**config.mk**
```make
export PLATFORM = sky130hd
export DESIGN_NAME = sseg_scan_decoder
export DESIGN_NICKNAME = d
export VERILOG_FILES = /design/src/rtl/sseg_scan_decoder.sv
export SDC_FILE = /design/constraint.sdc
export NUM_CORES = 1
export LEC_CHECK = 0
export CAP_MARGIN = 5
export CORE_MARGIN = 2
export CORE_UTILIZATION = 55
export CTS_BUF_LIST = sky130_fd_sc_hd__clkbuf_2 sky130_fd_sc_hd__clkbuf_4 sky130_fd_sc_hd__clkbuf_8
export DETAILED_ROUTE_END_ITERATION = 12
export GPL_ROUTABILITY_DRIVEN = 0
export GPL_TIMING_DRIVEN = 0
export PLACE_DENSITY = 0.82
export SETUP_SLACK_MARGIN = 0.2
export SLEW_MARGIN = 20
export SYNTH_ARGS = -nofsm -noshare
export SYNTH_HDL_FRONTEND = slang
export SYNTH_SLANG_ARGS = --single-unit
export TNS_END_PERCENT = 20
```
**constraint.sdc**
```tcl
create_clock -name clk -period 5.56 [get_ports clk]
set_input_delay 0.834 -clock clk [delete_from_list [all_inputs] [get_ports clk]]
set_output_delay 0.834 -clock clk [all_outputs]
set_load 0.005 [all_outputs]
```
**src/rtl/sseg_scan_decoder.sv**
```systemverilog
// Receive side of a multiplexed 7-segment display bus: debounces each digit slot
// and decodes the segment pattern back into per-slot hex nibble, dp, valid and err registers.
module sseg_scan_decoder #(
  parameter int N_DIGITS      = 8,
  parameter int STABLE_CYCLES = 4,
  parameter int AN_ACTIVE_LOW = 1
) (
  input  logic                    clk,
  input  logic                    rst,
  input  logic [N_DIGITS-1:0]     an,
  input  logic [7:0]              sseg,
  output logic [4*N_DIGITS-1:0]   digits,
  output logic [N_DIGITS-1:0]     dp_out,
  output logic [N_DIGITS-1:0]     valid,
  output logic [N_DIGITS-1:0]     err,
  output logic                    upd,
  output logic [2:0]              upd_idx
);

  typedef enum logic [1:0] {IDLE, TRACK, HELD} state_t;

  localparam logic [7:0] STABLE = 8'(STABLE_CYCLES);

  state_t              state, state_next;
  logic [N_DIGITS-1:0] an_q, ref_an, sel;
  logic [7:0]          sseg_q, ref_sseg;
  logic [7:0]          cnt, cnt_next;
  logic                legal, same, load_ref, commit;
  logic [2:0]          sel_idx;
  logic [3:0]          code;
  logic                is_hex, is_blank;

  assign sel   = (AN_ACTIVE_LOW != 0) ? ~an_q : an_q;
  assign legal = $onehot(sel);
  assign same  = (an_q == ref_an) && (sseg_q == ref_sseg);

  always_comb begin
    sel_idx = '0;
    for (int i = 0; i < N_DIGITS; i++)
      if (sel[i]) sel_idx = 3'(i);
  end

  // Segment word (a..g in bits 6..0) back to the hex nibble it displays.
  always_comb begin
    code     = 4'h0;
    is_hex   = 1'b1;
    is_blank = 1'b0;
    case (sseg_q[6:0])
      7'h7E: code = 4'h0;
      7'h30: code = 4'h1;
      7'h6D: code = 4'h2;
      7'h79: code = 4'h3;
      7'h33: code = 4'h4;
      7'h5B: code = 4'h5;
      7'h5F: code = 4'h6;
      7'h70: code = 4'h7;
      7'h7F: code = 4'h8;
      7'h7B: code = 4'h9;
      7'h77: code = 4'hA;
      7'h1F: code = 4'hB;
      7'h4E: code = 4'hC;
      7'h3D: code = 4'hD;
      7'h4F: code = 4'hE;
      7'h47: code = 4'hF;
      7'h00: begin is_hex = 1'b0; is_blank = 1'b1; end
      default: is_hex = 1'b0;
    endcase
  end

  // Commit fires on the same edge that sees the STABLE_CYCLES-th matching sample.
  always_comb begin
    state_next = state;
    cnt_next   = cnt;
    load_ref   = 1'b0;
    commit     = 1'b0;
    case (state)
      IDLE: begin
        if (legal) begin
          cnt_next   = 8'd1;
          load_ref   = 1'b1;
          state_next = TRACK;
        end
      end
      TRACK: begin
        if (!legal) begin
          cnt_next   = 8'd0;
          state_next = IDLE;
        end else if (same) begin
          cnt_next = (cnt >= STABLE) ? STABLE : cnt + 8'd1;
          if (cnt_next == STABLE) begin
            commit     = 1'b1;
            state_next = HELD;
          end
        end else begin
          cnt_next = 8'd1;
          load_ref = 1'b1;
        end
      end
      HELD: begin
        if (!legal) begin
          cnt_next   = 8'd0;
          state_next = IDLE;
        end else if (!same) begin
          cnt_next   = 8'd1;
          load_ref   = 1'b1;
          state_next = TRACK;
        end
      end
      default: begin
        cnt_next   = 8'd0;
        state_next = IDLE;
      end
    endcase
  end

  always_ff @(posedge clk) begin
    if (rst) begin
      an_q     <= '0;
      sseg_q   <= '0;
      ref_an   <= '0;
      ref_sseg <= '0;
      cnt      <= '0;
      state    <= IDLE;
      digits   <= '0;
      dp_out   <= '0;
      valid    <= '0;
      err      <= '0;
      upd      <= 1'b0;
      upd_idx  <= '0;
    end else begin
      an_q   <= an;
      sseg_q <= sseg;
      state  <= state_next;
      cnt    <= cnt_next;
      upd    <= commit;
      if (load_ref) begin
        ref_an   <= an_q;
        ref_sseg <= sseg_q;
      end
      if (commit) upd_idx <= sel_idx;
      // A legal sample selects exactly one slot, so at most one iteration fires.
      for (int i = 0; i < N_DIGITS; i++) begin
        if (commit && sel[i]) begin
          dp_out[i] <= sseg_q[7];
          if (is_hex) begin
            digits[4*i +: 4] <= code;
            valid[i]         <= 1'b1;
            err[i]           <= 1'b0;
          end else begin
            valid[i] <= 1'b0;
            err[i]   <= !is_blank;
          end
        end
      end
    end
  end

endmodule

```
==> results.cfg <==
[outcome]
status = complete, no violations

[global_routing]
grt_max_degree = 18
grt_pass1_vias = 4118
grt_pass1_wl_um = 20400
antenna_found_initial = 0
grt_overflow = 0
grtUsageTotal_pct = 26.6

[synthesis]
synth.area.top_cells = dfxtp_1, mux2i_1, nand2b_1, nor4_4, nor2_1
synth-seq-cells = 102
synth-main-ff-cell = dfxtp_1
synth_enable_flop_cells = 0
ys_types = 60
syn_area_per_cell_sq_um = 9.58
ys_async_sr_fraction_pct = 0
syn_nets = 533
ys_warn_count = 0
syn_area_sq_mm = 0.00481
ys_seq_area_share_pct = 42.5
synth_cells = 502
yosysTopAreaCellShare_pct = 42.5
netlist.top_cell.by_area = dfxtp_1

[route]
antenna_left = 0
detail_route.wl_per_cell_um = 17.3
vias = 4082
first_iter_violations = 198
drtPass1Iterations = 5
avgViaCountPerCell = 5.81
drt-total-wl_um = 12200
drc_errors = 0

[die]
die_w_um = 97.5
placeableCoreArea_sq_mm = 0.00859
die-area_sq_mm = 0.00951
rows = 34
die_y_um = 97.5
ioPinCount = 78
start_util_pct = 56.0

[cts]
postCtsHoldBufs = 0
cts_resized = 0
htreeDepth = 3
insertion_delay_ns = 0.37
clkTransAtPathRegs_ns = 0.10
cts_made_buffers = 9
clk_path_buf_depth = 2
numClockSinks = 102
cts_tree = built
clockRootBuffer = clkbuf_8
post-cts-setup-buffers = 0

[cells_and_area]
finalNonFillerCells = 703
final_area_sq_mm = 0.00591
final_common_cell = dfxtp_1
syn2layout_area_growth_pct = 23.0
drive_above_1_share_pct = 8.91
n_fill_cell = 691
layout_common_cells = dfxtp_1, clkdlybuf4s50_1, nor2_1, nand2b_1, mux2i_1
n_antenna_cell = 0
nets = 621

[sta]
rsz0062_at_grt = false
setup_tns_ns = 0
fmax_ghz = 0.218
post-route-period-util_pct = 82.4
finalSetupViolations = 0
final_max_slew_viol_count = 0
slew_headroom_pct = 50.0
fin_ws_ns = 0.977
tightest_slew_ns = 0.746
min_period_ns = 4.58
clock_skew_ns = 0.0170
finalHoldViolCount = 0

[pwr]
vdd_drop_max_v = 0.000125
power_frac_clock_pct = 31.5
p_sw_mw = 0.449
power_density_mw_per_mm2 = 258
leakagePower_nw = 2.24
p_int_mw = 1.08
combPwrFrac_pct = 17.8
pwr-share-seq_pct = 50.6
sw_frac_of_total_pct = 29.4

[placed_design]
dp_cells = 687
dp_worst_setup_slack_ns = 1.03
hpwlAfterDp_um = 8980
placed_cell_area_sq_mm = 0.00571
port_buffers = 77

[flow_run]
drv_cap = 0

[setup_path]
startpoint_type = register
cp.required_ns = 5.83
worstSetupEndpointType = register
cp_max_fo = 10
r2r_cells = 14
worst-setup-path-type = register to register
cp.arrival_ns = 4.85

[hold_path]
hold_depth = 2
hold_path_class = register to register
cell families (layout without fill, tap and decap cells):
family / Yosys count / in the layout / share of synthesized area [%]
AOI/OAI and AO/OA: 99 / 99 / 14.1
xor gates and xnor gates: 17 / 17 / 3.10
adders and majority gates: 13 / 13 / 4.01
buffers and inverters: 56 / 149 / 5.07
DFF: 102 / 102 / 42.5
muxes: 26 / 26 / 5.44
and+or+nand+nor: 189 / 189 / 25.8
synthesized netlist by cell type (3+ instances only):
cell type / n
dfxtp_1: 102
nor2_1: 40
nand2b_1: 34
mux2i_1: 25
nor2b_1: 24
o22ai_1: 23
inv_1: 20
nand2_1: 20
clkbuf_1: 18
xor2_1: 17
a21oi_1: 16
o21ai_0: 14
nor3_1: 11
buf_2: 10
a22o_1: 9
ha_1: 9
nor3b_1: 9
nor4_4: 9
o21bai_1: 8
nand4_1: 6
a31oi_1: 5
and2_1: 5
fa_1: 4
nand3_1: 4
nor4_1: 4
a211oi_1: 3
a21o_1: 3
and3_1: 3
buf_1: 3
o31ai_1: 3
flip-flops by register name (all words and copies together) (netlist names), 3 cells and up:
| register | count |
|---|---|
| an_q | 8 |
| cnt | 8 |
| digits | 32 |
| dp_out | 8 |
| err | 8 |
| ref_an | 8 |
| ref_sseg | 8 |
| sseg_q | 8 |
| upd_idx | 3 |
| valid | 8 |
cell type report:
class	count	area, sq um	area share, %
buffer	36	169	2.86
clock buffer	10	131	2.22
clock inverter	6	67.6	1.14
inverter	20	75.1	1.27
multi-input combinational	344	2520	42.7
sequential	102	2040	34.5
tap	108	135	2.29
timing repair buffer	77	771	13.0
through the flow:
step / util, % / total power [mW] / hold WS (ns)
global route: 68.8 / 1.59 / 0.494
finish: 68.8 / 1.53 / 0.470
global placement: 66.5 / 1.05 / 0.443
CTS: 68.8 / 1.53 / 0.469
floorplan: - / 0.992 / 0.430
detailed placement: 66.5 / 1.06 / 0.448
power by group through the flow:
stage               Clock [mW]  Combinational (mW)  Sequential, mW
finish                   0.481               0.272           0.773
global placement             0               0.258           0.788
global route             0.517               0.301           0.777
CTS                      0.486               0.269           0.773
detailed placement           0               0.267           0.790
floorplan                    0               0.208           0.785
path summary, 6_finish.rpt:
kind | startpoint | end | slack, ns
setup / recovery | an_q[0]$_SDFF_PP0_ | digits[7]$_SDFFE_PP0P_ | 0.98
hold / removal | upd_idx[1]$_SDFFE_PP0P_ | upd_idx[1]$_SDFFE_PP0P_ | 0.47
hold reg to reg | upd_idx[1]$_SDFFE_PP0P_ | upd_idx[1]$_SDFFE_PP0P_ | 0.47
setup reg to reg | an_q[0]$_SDFF_PP0_ | digits[7]$_SDFFE_PP0P_ | 0.98
critical path: stages, from the launching register on:
cell and delay [ns]:
dfxtp_1 0.64, fa_1 0.50, inv_1 0.09, fa_1 0.43
fa_1 0.50, ha_1 0.18, inv_1 0.06, fa_1 0.39
a211oi_1 0.21, mux2_2 0.24, nand3_1 0.14, buf_2 0.27
nor4_2 0.47, nand2b_1 0.15, a22o_1 0.21
layer usage:
layer	wire length [um]	part of all wire (%)	vias up	GRT usage (%)
met4	265	2.2	0	10.4
met2	5840	48	168	43.9
met1	5200	43	1950	34.5
met5	0	0	-	0
li1	-	-	1943	-
met3	860	7.1	21	5.11
Note: power is estimated with default switching activity, not from simulation.
